==> src/rtl/single_one_search_ctrl_pkg.sv <==
// single_one_search_ctrl_pkg: shared widths and state encoding for the single-bit error locator
package single_one_search_ctrl_pkg;
  localparam int SYN_W   = 36;
  localparam int NUM_POS = 37;
  localparam int POS_W   = 6;
  typedef enum logic [1:0] {
    ST_IDLE   = 2'd0,
    ST_SEARCH = 2'd1,
    ST_DONE   = 2'd2
  } state_t;
endpackage

==> src/rtl/single_one_search_ctrl_if.sv <==
// single_one_search_ctrl_if: checker port and result handshake of the single-bit locator
interface single_one_search_ctrl_if;
  import single_one_search_ctrl_pkg::*;
  logic [SYN_W-1:0] chk_syn;
  logic [POS_W-1:0] chk_pos;
  logic             chk_hit;
  logic             res_valid;
  logic             res_ready;
  logic             res_found;
  logic             res_zero;
  logic [POS_W-1:0] res_pos;
  modport master (
    output chk_syn, chk_pos, res_valid, res_found, res_zero, res_pos,
    input  chk_hit, res_ready
  );
  modport slave (
    input  chk_syn, chk_pos, res_valid, res_found, res_zero, res_pos,
    output chk_hit, res_ready
  );
endinterface

==> src/rtl/single_one_search_ctrl_pos_counter.sv <==
// single_pos_counter: candidate-position up-counter with clear, enable and terminal flag
module single_pos_counter #(
  parameter int W    = 6,
  parameter int LAST = 36
) (
  input  logic         clk,
  input  logic         rst_n,
  input  logic         clr,
  input  logic         en,
  output logic [W-1:0] cnt,
  output logic         term
);
  // clear wins over enable; the controller never enables past LAST
  always_ff @(posedge clk or negedge rst_n)
    if (!rst_n) cnt <= '0;
    else cnt <= clr ? '0 : en ? cnt + 1'b1 : cnt;
  assign term = cnt == W'(LAST);
endmodule

==> src/rtl/single_one_search_ctrl.sv <==
// single_one_search_ctrl: sweeps positions through an external checker and reports the first hit
module single_one_search_ctrl
  import single_one_search_ctrl_pkg::*;
(
  input  logic                      clk,
  input  logic                      rst_n,
  input  logic                      start,
  input  logic [SYN_W-1:0]          s_in,
  input  logic                      abort,
  output logic                      busy,
  single_one_search_ctrl_if.master  bus
);
  state_t           state, nxt;
  logic [SYN_W-1:0] syn;
  logic [POS_W-1:0] cnt, pos;
  logic             term, cnt_clr, cnt_en, found, zero;
  logic             go, hit, miss, cancel, accept;
  assign go     = state == ST_IDLE && start;
  assign cancel = state == ST_SEARCH && abort;
  assign hit    = state == ST_SEARCH && !abort && bus.chk_hit;
  assign miss   = state == ST_SEARCH && !abort && !bus.chk_hit && term;
  assign accept = state == ST_DONE && bus.res_ready;
  single_pos_counter #(.W(POS_W), .LAST(NUM_POS - 1)) u_cnt (
    .clk  (clk),
    .rst_n(rst_n),
    .clr  (cnt_clr),
    .en   (cnt_en),
    .cnt  (cnt),
    .term (term)
  );
  // state register
  always_ff @(posedge clk or negedge rst_n)
    if (!rst_n) state <= ST_IDLE;
    else state <= nxt;
  // next state and counter control; abort outranks a same-cycle hit
  always_comb begin
    nxt     = state;
    cnt_clr = state == ST_IDLE || cancel || accept;
    cnt_en  = state == ST_SEARCH && !abort && !bus.chk_hit && !term;
    nxt     = go ? (|s_in ? ST_SEARCH : ST_DONE) :
              (cancel || accept) ? ST_IDLE :
              (hit || miss) ? ST_DONE : state;
  end
  // latched syndrome and result fields, held stable through DONE until accepted
  always_ff @(posedge clk or negedge rst_n)
    if (!rst_n) begin
      syn   <= '0;
      found <= 1'b0;
      zero  <= 1'b0;
      pos   <= '0;
    end else if (go) begin
      syn   <= s_in;
      found <= ~|s_in;
      zero  <= ~|s_in;
      pos   <= '0;
    end else if (hit) begin
      found <= 1'b1;
      pos   <= cnt;
    end else if (accept || cancel) begin
      syn   <= '0;
      found <= 1'b0;
      zero  <= 1'b0;
      pos   <= '0;
    end
  assign busy          = state != ST_IDLE;
  assign bus.chk_syn   = state == ST_SEARCH ? syn : '0;
  assign bus.chk_pos   = state == ST_SEARCH ? cnt : '0;
  assign bus.res_valid = state == ST_DONE;
  assign bus.res_found = found;
  assign bus.res_zero  = zero;
  assign bus.res_pos   = pos;
endmodule

==> src/flat_wrapper.sv <==
// flat-port wrapper written by rule: the top's interface ports become plain ports
module single_one_search_ctrl_flat import single_one_search_ctrl_pkg::*;
  (clk, rst_n, start, s_in, abort, busy, bus_chk_syn, bus_chk_pos, bus_res_valid, bus_res_found, bus_res_zero, bus_res_pos, bus_chk_hit, bus_res_ready);
  single_one_search_ctrl_if bus_i ();
  input  logic clk;
  input  logic rst_n;
  input  logic start;
  input  logic [SYN_W-1:0] s_in;
  input  logic abort;
  output logic busy;
  output wire logic [$bits(bus_i.chk_syn)-1:0] bus_chk_syn;
  output wire logic [$bits(bus_i.chk_pos)-1:0] bus_chk_pos;
  output wire logic [$bits(bus_i.res_valid)-1:0] bus_res_valid;
  output wire logic [$bits(bus_i.res_found)-1:0] bus_res_found;
  output wire logic [$bits(bus_i.res_zero)-1:0] bus_res_zero;
  output wire logic [$bits(bus_i.res_pos)-1:0] bus_res_pos;
  input wire logic [$bits(bus_i.chk_hit)-1:0] bus_chk_hit;
  input wire logic [$bits(bus_i.res_ready)-1:0] bus_res_ready;
  assign bus_chk_syn = bus_i.chk_syn;
  assign bus_chk_pos = bus_i.chk_pos;
  assign bus_res_valid = bus_i.res_valid;
  assign bus_res_found = bus_i.res_found;
  assign bus_res_zero = bus_i.res_zero;
  assign bus_res_pos = bus_i.res_pos;
  assign bus_i.chk_hit = bus_chk_hit;
  assign bus_i.res_ready = bus_res_ready;
  single_one_search_ctrl u_core (.clk(clk), .rst_n(rst_n), .start(start), .s_in(s_in), .abort(abort), .busy(busy), .bus(bus_i));
endmodule
==> config.mk <==
export PLATFORM = sky130hd
export DESIGN_NAME = single_one_search_ctrl_flat
export DESIGN_NICKNAME = d
export VERILOG_FILES = /design/src/rtl/single_one_search_ctrl_pkg.sv /design/src/rtl/single_one_search_ctrl_if.sv /design/src/rtl/single_one_search_ctrl_pos_counter.sv /design/src/rtl/single_one_search_ctrl.sv /design/src/flat_wrapper.sv
export SDC_FILE = /design/constraint.sdc
export NUM_CORES = 1
export LEC_CHECK = 0
export CAP_MARGIN = 30
export CORE_MARGIN = 5
export CORE_UTILIZATION = 40
export CTS_CLUSTER_DIAMETER = 50
export DETAILED_ROUTE_END_ITERATION = 8
export GPL_ROUTABILITY_DRIVEN = 0
export PLACE_DENSITY = 0.76
export SYNTH_ARGS = -nofsm -noshare
export SYNTH_HDL_FRONTEND = slang
export SYNTH_SLANG_ARGS = --single-unit
==> constraint.sdc <==
create_clock -name clk -period 1.55 [get_ports clk]
set_input_delay 0.3875 -clock clk [delete_from_list [all_inputs] [get_ports clk]]
set_output_delay 0.3875 -clock clk [all_outputs]
set_load 0.1 [all_outputs]
==> results of run 1 <==
## how the worst max path moves through the flow
stage / from / end / slack [ns] / cells past startpoint
global route: u_core.state[1] / bus_chk_syn[6] / -0.38 / 4
global placement: s_in[33] / u_core.state[1] / -0.47 / 6
floorplan: u_core.state[1] / bus_chk_pos[1] / -0.06 / 3
CTS: u_core.state[1] / bus_chk_syn[21] / -0.33 / 4
detailed placement: s_in[33] / u_core.bus.res_found / -0.49 / 6
finish: u_core.state[1] / bus_chk_syn[25] / -0.33 / 4
## critical path, cell delays in order, from the launching register on
cell     delay [ns]
dfrtp_2        0.41
and2b_4        0.29
buf_12         0.16
and2_4         0.16
buf_12         0.16
## layer usage
layer  up-vias  share of wire [%]  global-route usage (%)
met3         6                4.7                    3.82
met4         0               0.87                    4.40
met1      1158                 41                    26.1
li1       1051                  -                       -
met2        58                 53                    36.1
met5         -                  0                       0
## layout make-up
cell class	instances	area [um^2]
Multi-Input combinational cell	153	1260
Sequential cell	52	1300
Tap cell	75	93.8
Inverter	3	13.8
Clock buffer	7	86.3
Clock inverter	1	7.51
Timing Repair Buffer	134	1910
Fill cell	369	1270
Antenna cell	1	2.50
## cells in the mapped netlist, drive strengths merged
cell type	number	area share (%)
xor2	3	1.1
inv	3	0.46
nand4	3	0.76
nand2	14	2.1
nand4b	1	0.35
and2b	1	0.41
nor2b	2	0.51
mux2	2	1.1
a21o	2	0.61
ha	2	1.0
dfrtp	52	53
a211oi	1	0.30
mux2i	1	0.41
o21ai	7	1.4
nor2	8	1.2
and2	43	11
nor3b	1	0.76
buf	10	3.1
nor4	10	2.5
a22o	36	13
or3	1	0.25
o211ai	2	0.61
nand3	2	0.41
clkbuf	4	0.61
nand2b	1	0.25
nor4b	2	0.96
a211o	1	0.35
or2	2	0.51
a21oi	3	0.76
and3b	2	0.76
## layout by cell type, fill, tap and decap left out, types with 2 or more instances in the layout
cell type,synthesis,routed
clkdlybuf4s50_1,0,15
and2_4,0,41
and2_1,43,2
xor2_1,3,3
nor4_2,0,7
dfrtp_1,52,50
nand4_1,3,3
nand2_1,14,14
o21ai_1,6,6
dlymetal6s2s_1,0,13
nor2b_1,2,2
nor4_1,10,3
a21o_1,2,2
buf_12,0,58
nor2_1,8,7
buf_4,1,28
clkbuf_8,0,6
dlygate4sd2_1,0,12
buf_6,4,4
dfrtp_2,0,2
nand3_2,0,2
o211ai_1,2,2
a21oi_2,1,2
a22o_1,36,36
clkbuf_16,0,3
## registers in the layout, indices dropped and copies added (netlist names)
signal	count
u_core.bus.res_pos	6
u_core.bus.res_found	1
u_core.syn	36
u_core.u_cnt.cnt	6
u_core.bus.res_zero	1
u_core.state	2
## timing repair
item	in CTS	in global routing
setup buffers	3	1
pin swaps	48	15
hold buffers	0	0
gates cloned	0	4
endpoints found under the setup margin	49	96
gates resized for setup	26	20
## logic make-up after synthesis
group	synth area share [%]
buffers and inverters	4.21
adder cells (fa/ha/maj)	1.01
AO/OA/AOI/OAI	16.8
multiplexers	1.47
flip-flops	52.7
XOR/XNOR	1.06
AND/OR/NAND/NOR	22.7
## stage by stage
step	cells	TNS [ns]
after floorplan	222	-2.44
after global placement	410	-11.64
after detailed placement	410	-13.10
after CTS	421	-17.68
after global routing	425	-20.61
final	426	-16.65
## power groups by stage
stage          combinational, uW  clock, uW  sequential [uW]
3_3_place_gp                5120          0             2180
5_1_grt                     5810        873             2280
2_1_floorplan               3310          0             2260
4_1_cts                     5320        824             2210
6_report                    5570        824             2220
3_5_place_dp                5190          0             2230
==> summary.md, run 1 <==
| Metric | Value |
|---|---|
| DRT antenna net count | `0` |
| Unrepaired setup endpoints after global routing | `true` |
| Initial antenna violation count | `0` |
| Crit Reg-Reg Endpoint | `u_core.u_cnt.cnt[3]` |
| Max-cap violation count | `0` |
| Mapped Cells | `222` |
| Largest net degree at the start of global routing | `53` |
| Critical path peak fanout | `22` |
| # IOs | `94` |
| Status | `finished with violations` |
| Syn_nets | `266` |
| Final worst path period need | `1.88 ns` |
| Fin. Hold Viols | `0` |
| Num CTS Buffers | `5` |
| Gr usage total | `20.4%` |
| Port Buffer Count | `93` |
| HP Class | `in -> async` |
| Internal power | `4670 uW` |
| Dpl hpwl | `5520 um` |
| Deepest clock path buffer count | `2` |
| Clock Latency Late Sink | `0.30 ns` |
| Failing checks | `setup timing` |
| DR DRC count | `0` |
| Setup crit end kind | `output port` |
| Clock Skew | `0.00522 ns` |
| Die W | `88.6 um` |
| Final hold slack | `0.0532 ns` |
| Tcrit/Tclk final | `121%` |
| PwrDens | `1840 nW/um^2` |
| Pre-CTS setup slack | `-0.491 ns` |
| Root buffer cell | `clkbuf_8` |
| Setup ws final | `-0.332 ns` |
| FF-to-FF setup slack | `-0.17 ns` |
| Final setup fails | `88` |
| Vias in the first global route | `2448` |
| WL per Instance | `19.0 um` |
| DR vias/cell | `5.34` |
| Vias | `2273` |
| Final Net Count | `393` |
| Pins Over Slew Limit | `0` |
| Die Y | `88.6 um` |
| Max Fclk | `531 MHz` |
| Synth unique cells | `38` |
| Cell area after synthesis | `2470 um^2` |
| CTS tree | `yes` |
| Total Power | `8620 uW` |
| Global route overflow | `0` |
| Clock transition at path regs | `0.10 ns` |
| Row count | `28` |
| Routed WL | `8080 um` |
| Switching part of the total | `45.9%` |
| Worst vdd ir | `1.14 mV` |
| DP Area | `4370 um^2` |
| NetSw | `3950 uW` |
| Core Region | `5960 um^2` |
| Fin util | `78.7%` |
| TritonRoute pass-1 iters | `4` |
| Reg2Reg Depth | `7` |
| Worst-margin pin slew | `0.325 ns` |
| Combinational power share | `64.7%` |
| Syn_area_per_cell | `11.1 um^2` |
| Setup CP Type | `reg -> out` |
| Die area | `7840 um^2` |
| Area grow syn2layout | `89.8%` |
| Ys Warns | `0` |
| Clock tree sinks | `52` |
| Flop pwr share | `25.8%` |
| Proportion of power drawn by the clock network | `9.6%` |
| Synthesized flop and latch total | `52` |
| Initial Utilization | `41.4%` |
| Startpoint types | `flop` |
| Worst Path Arrival | `1.49 ns` |
| Sequential-to-total area share from yosys stat | `52.7%` |
| Fin area | `4680 um^2` |
| First-pass GRT wire length | `12400 um` |
| H-tree levels | `2` |
| Layout cells sized above 1 | `47.4%` |
| R2r startpoint | `u_core.state[1]` |
| Slew Limit Headroom | `78.1%` |
| Initial DRC count | `92` |
| Leakage power | `0.00223 uW` |
| CP required | `1.16 ns` |
No activity file was read; power rests on OpenSTA's default activity.
==> run 2: changes to the inputs <==
--- a/config.mk
+++ b/config.mk
@@ -5,13 +5,16 @@
 export SDC_FILE = /design/constraint.sdc
 export NUM_CORES = 1
 export LEC_CHECK = 0
+export ABC_AREA = 1
 export CAP_MARGIN = 30
+export CELL_PAD_IN_SITES_DETAIL_PLACEMENT = 0
+export CELL_PAD_IN_SITES_GLOBAL_PLACEMENT = 1
 export CORE_MARGIN = 5
-export CORE_UTILIZATION = 40
+export CORE_UTILIZATION = 28
 export CTS_CLUSTER_DIAMETER = 50
 export DETAILED_ROUTE_END_ITERATION = 8
 export GPL_ROUTABILITY_DRIVEN = 0
-export PLACE_DENSITY = 0.76
+export PLACE_DENSITY = 0.75
 export SYNTH_ARGS = -nofsm -noshare
 export SYNTH_HDL_FRONTEND = slang
 export SYNTH_SLANG_ARGS = --single-unit
==> run 2 against run 1 <==
The flow still finishes with violations (setup timing). Synthesized area is 0.56% higher. Synthesized cell count grew 45%. Routed wire length increased by 2.9%. Total power is 15% higher. Non-clock buffer count increased by 7. First-iteration DRC count down 45%. Critical path depth grew 1. Count of clock-buffer cells in the layout decreased by 2. Largest cell class unchanged. Worst setup slack improved by 0.044 ns. Final cell count grew 33%. Die area up 38%.
==> summary.md, run 2 <==
| Metric | Value |
|---|---|
| Fin util | `59.8% (-19 points)` |
| Mapped Cells | `322 (+45%)` |
| CP required | `1.16 ns (about the same)` |
| Final worst path period need | `1.84 ns (-0.0437 ns)` |
| Fin. Hold Viols | `0 (unchanged)` |
| Synth Flop Type | `dfrtp_1` |
| Vias | `2570 (+13%)` |
| Root buffer cell | `clkbuf_8` |
| DR vias/cell | `4.52 (-15%)` |
| Top cells by area, synth | `dfrtp_1 52%, nor2_1 10%, nand2_1 9.4%` |
| Failing checks | `setup timing` |
| Status | `finished with violations` |
| Max Fclk | `544 MHz (+2.4%)` |
| Initial antenna violation count | `0 (unchanged)` |
| Final setup fails | `96 (+9.1%)` |
| Max reg flops | `36 (unchanged)` |
| # IOs | `94 (unchanged)` |
| Port Buffer Count | `93 (unchanged)` |
| DP Area | `4660 um^2 (+6.8%)` |
| HP Class | `in -> async` |
| Largest reg by FF count | `u_core.syn` |
| Clock transition at path regs | `0.10 ns (about the same)` |
| Num CTS Buffers | `5 (unchanged)` |
| Most frequent cells after synthesis | `69 x nor2_1, 62 x nand2_1, 53 x inv_1, 52 x dfrtp_1, 27 x o21ai_0` |
| Ys async rst share | `100% (unchanged)` |
| Max-cap violation count | `0 (unchanged)` |
| CTS tree | `yes` |
| Synthesized flop and latch total | `52 (unchanged)` |
| Global route overflow | `0 (unchanged)` |
| Core Region | `8680 um^2 (+46%)` |
| Tcrit/Tclk final | `119% (-2.8 points)` |
| Die area | `10800 um^2 (+38%)` |
| TritonRoute pass-1 iters | `4 (unchanged)` |
| Initial Utilization | `28.6% (-13 points)` |
| Leakage power | `0.00220 uW (-1.5%)` |
| Most frequent cells in the layout | `63 x buf_12, 52 x nand2_1, 51 x inv_1, 51 x dfrtp_1, 46 x nor2_4` |
| Uppermost layer routed | `met4` |
| Area grow syn2layout | `109%` |
| Most common cell after layout, fill and taps aside | `buf_12` |
| Deepest clock path buffer count | `2 (unchanged)` |
| Layout cells sized above 1 | `41.7% (-5.7 points)` |
| Largest net degree at the start of global routing | `31 (-42%)` |
| Area leader, netlist | `dfrtp_1` |
| Routed WL | `8320 um (+2.9%)` |
| Worst Path Arrival | `1.45 ns (-0.04 ns)` |
| Setup CP Type | `reg -> out` |
| Initial DRC count | `51 (-45%)` |
| Final Net Count | `503 (+28%)` |
| Cell area after synthesis | `2480 um^2 (+0.56%)` |
| Length of routed met2 wiring | `4280 um (-0.83%)` |
| Vias in the first global route | `2577 (+5.3%)` |
| Critical path peak fanout | `8 (-64%)` |
| DRT antenna net count | `0 (unchanged)` |
| Syn_nets | `366 (+38%)` |
| DR DRC count | `0 (unchanged)` |
| Syn_area_per_cell | `7.71 um^2 (-31%)` |
| Setup crit end kind | `output port` |
| Yosys top cell area share | `52.4% (-0.29 points)` |
| Die Y | `104 um (+18%)` |
| WL per Instance | `14.6 um (-23%)` |
| Row count | `34 (+21%)` |
| Hold Buf Count CTS | `0 (unchanged)` |
| Dpl hpwl | `6050 um (+9.8%)` |
| Worst vdd ir | `0.982 mV (-14%)` |
| Post-synth EDFFs | `0 (unchanged)` |
| Wl on met1 | `3510 um (+6.0%)` |
| Most frequent cell after synthesis | `nor2_1` |
| Clock Latency Late Sink | `0.31 ns (about the same)` |
| First-pass GRT wire length | `13000 um (+5.2%)` |
| Worst-margin pin slew | `0.510 ns (+0.185 ns)` |
| Die W | `104 um (+18%)` |
| PwrDens | `1910 nW/um^2 (+4.0%)` |
| H-tree levels | `2 (unchanged)` |
| Fin area | `5190 um^2 (+11%)` |
| WL met3 | `471 um (+24%)` |
| Clock Skew | `0.00866 ns (+0.00344 ns)` |
| Gr usage total | `14.4% (-6.0 points)` |
| Inserted Diodes | `0 (-1)` |
| Pins Over Slew Limit | `0 (unchanged)` |
| Startpoint types | `flop` |
| Synth unique cells | `26 (-32%)` |
| Ys Warns | `0 (unchanged)` |
| Sequential-to-total area share from yosys stat | `52.4% (-0.29 points)` |
| Clock tree sinks | `52 (unchanged)` |
| Setup ws final | `-0.288 ns (+0.0437 ns)` |
| Slew Limit Headroom | `66.0% (-12 points)` |
| Unrepaired setup endpoints after global routing | `true` |
[run 2: cell types whose count changed in the layout (fill, tap and decap cells not counted), sizes merged, moves of 35 or more]
cell   before  now
o21ai       7   42
nand2      14   64
a22o       36    0
inv         3   54
and2       43    0
nor2        8   72
[run 2: routing by layer]
metal | GRT usage, % | vias up
met5 | 0 | -
li1 | - | 1258
met3 | 4.41 | 7
met1 | 19.0 | 1232
met2 | 23.5 | 73
met4 | 2.59 | 0
[run 2: metrics by stage]
step	total power [uW]	setup TNS, ns	hold slack (ns)	std cells	setup WS [ns]
2_1_floorplan	5910	-7.67	0.0919	322	-0.215
3_3_place_gp	7890	-2.84	0.385	543	-0.121
3_5_place_dp	7980	-4.83	0.388	543	-0.166
4_1_cts	9040	-11.83	0.0556	556	-0.294
5_1_grt	10400	-22.31	0.0755	568	-0.342
6_report	9930	-16.24	0.0463	568	-0.288
[run 2: timing repair]
| item | CTS | global route |
|---|---|---|
| setup buffers | 5 | 7 |
| cloned | 0 | 5 |
| setup endpoints to repair | 45 | 96 |
| resized for setup | 34 | 47 |
| pin swaps | 7 | 10 |
[run 2: final timing paths]
check                      cells after the start            start  slack [ns]                    end
min in group clk                               2   u_core.syn[11]        0.55         u_core.syn[11]
setup / recovery                               5  u_core.state[1]       -0.29        bus_chk_syn[28]
max in group asynchronous                      2            rst_n        1.02        u_core.state[0]
hold reg to reg                                2   u_core.syn[11]        0.55         u_core.syn[11]
setup reg to reg                              11  u_core.state[1]       -0.13  u_core.bus.res_pos[0]
hold / removal                                 1            rst_n        0.05         u_core.syn[27]
[run 2: cell families after synthesis]
group	count (synthesis)	synth area share, %
adders and majority gates	2	1.01
and+or+nand+nor	151	25.1
DFF	52	52.4
xor gates and xnor gates	1	0.353
AOI/OAI and AO/OA	50	10.3
buffers and inverters	66	10.9
[run 2: layout make-up]
class / instances / area, um^2
sequential: 52 / 1300
clock buffer: 5 / 68.8
timing repair buffer: 141 / 2060
clock inverter: 3 / 18.8
tap: 108 / 135
fill: 739 / 3490
inverter: 55 / 206
multi-input combinational: 204 / 1400
[run 2: report_power, final]
part | switching, uW | internal, uW | total (uW)
logic | 4310 | 2810 | 7120
clock network | 463 | 316 | 779
registers | 187 | 1850 | 2030
[run 2: critical path, cell delays in order (launching register included)]
cell and delay (ns):
dfrtp_1 0.42, inv_2 0.12, nand2_8 0.12, clkbuf_16 0.20, nor2_4 0.10, buf_12 0.18
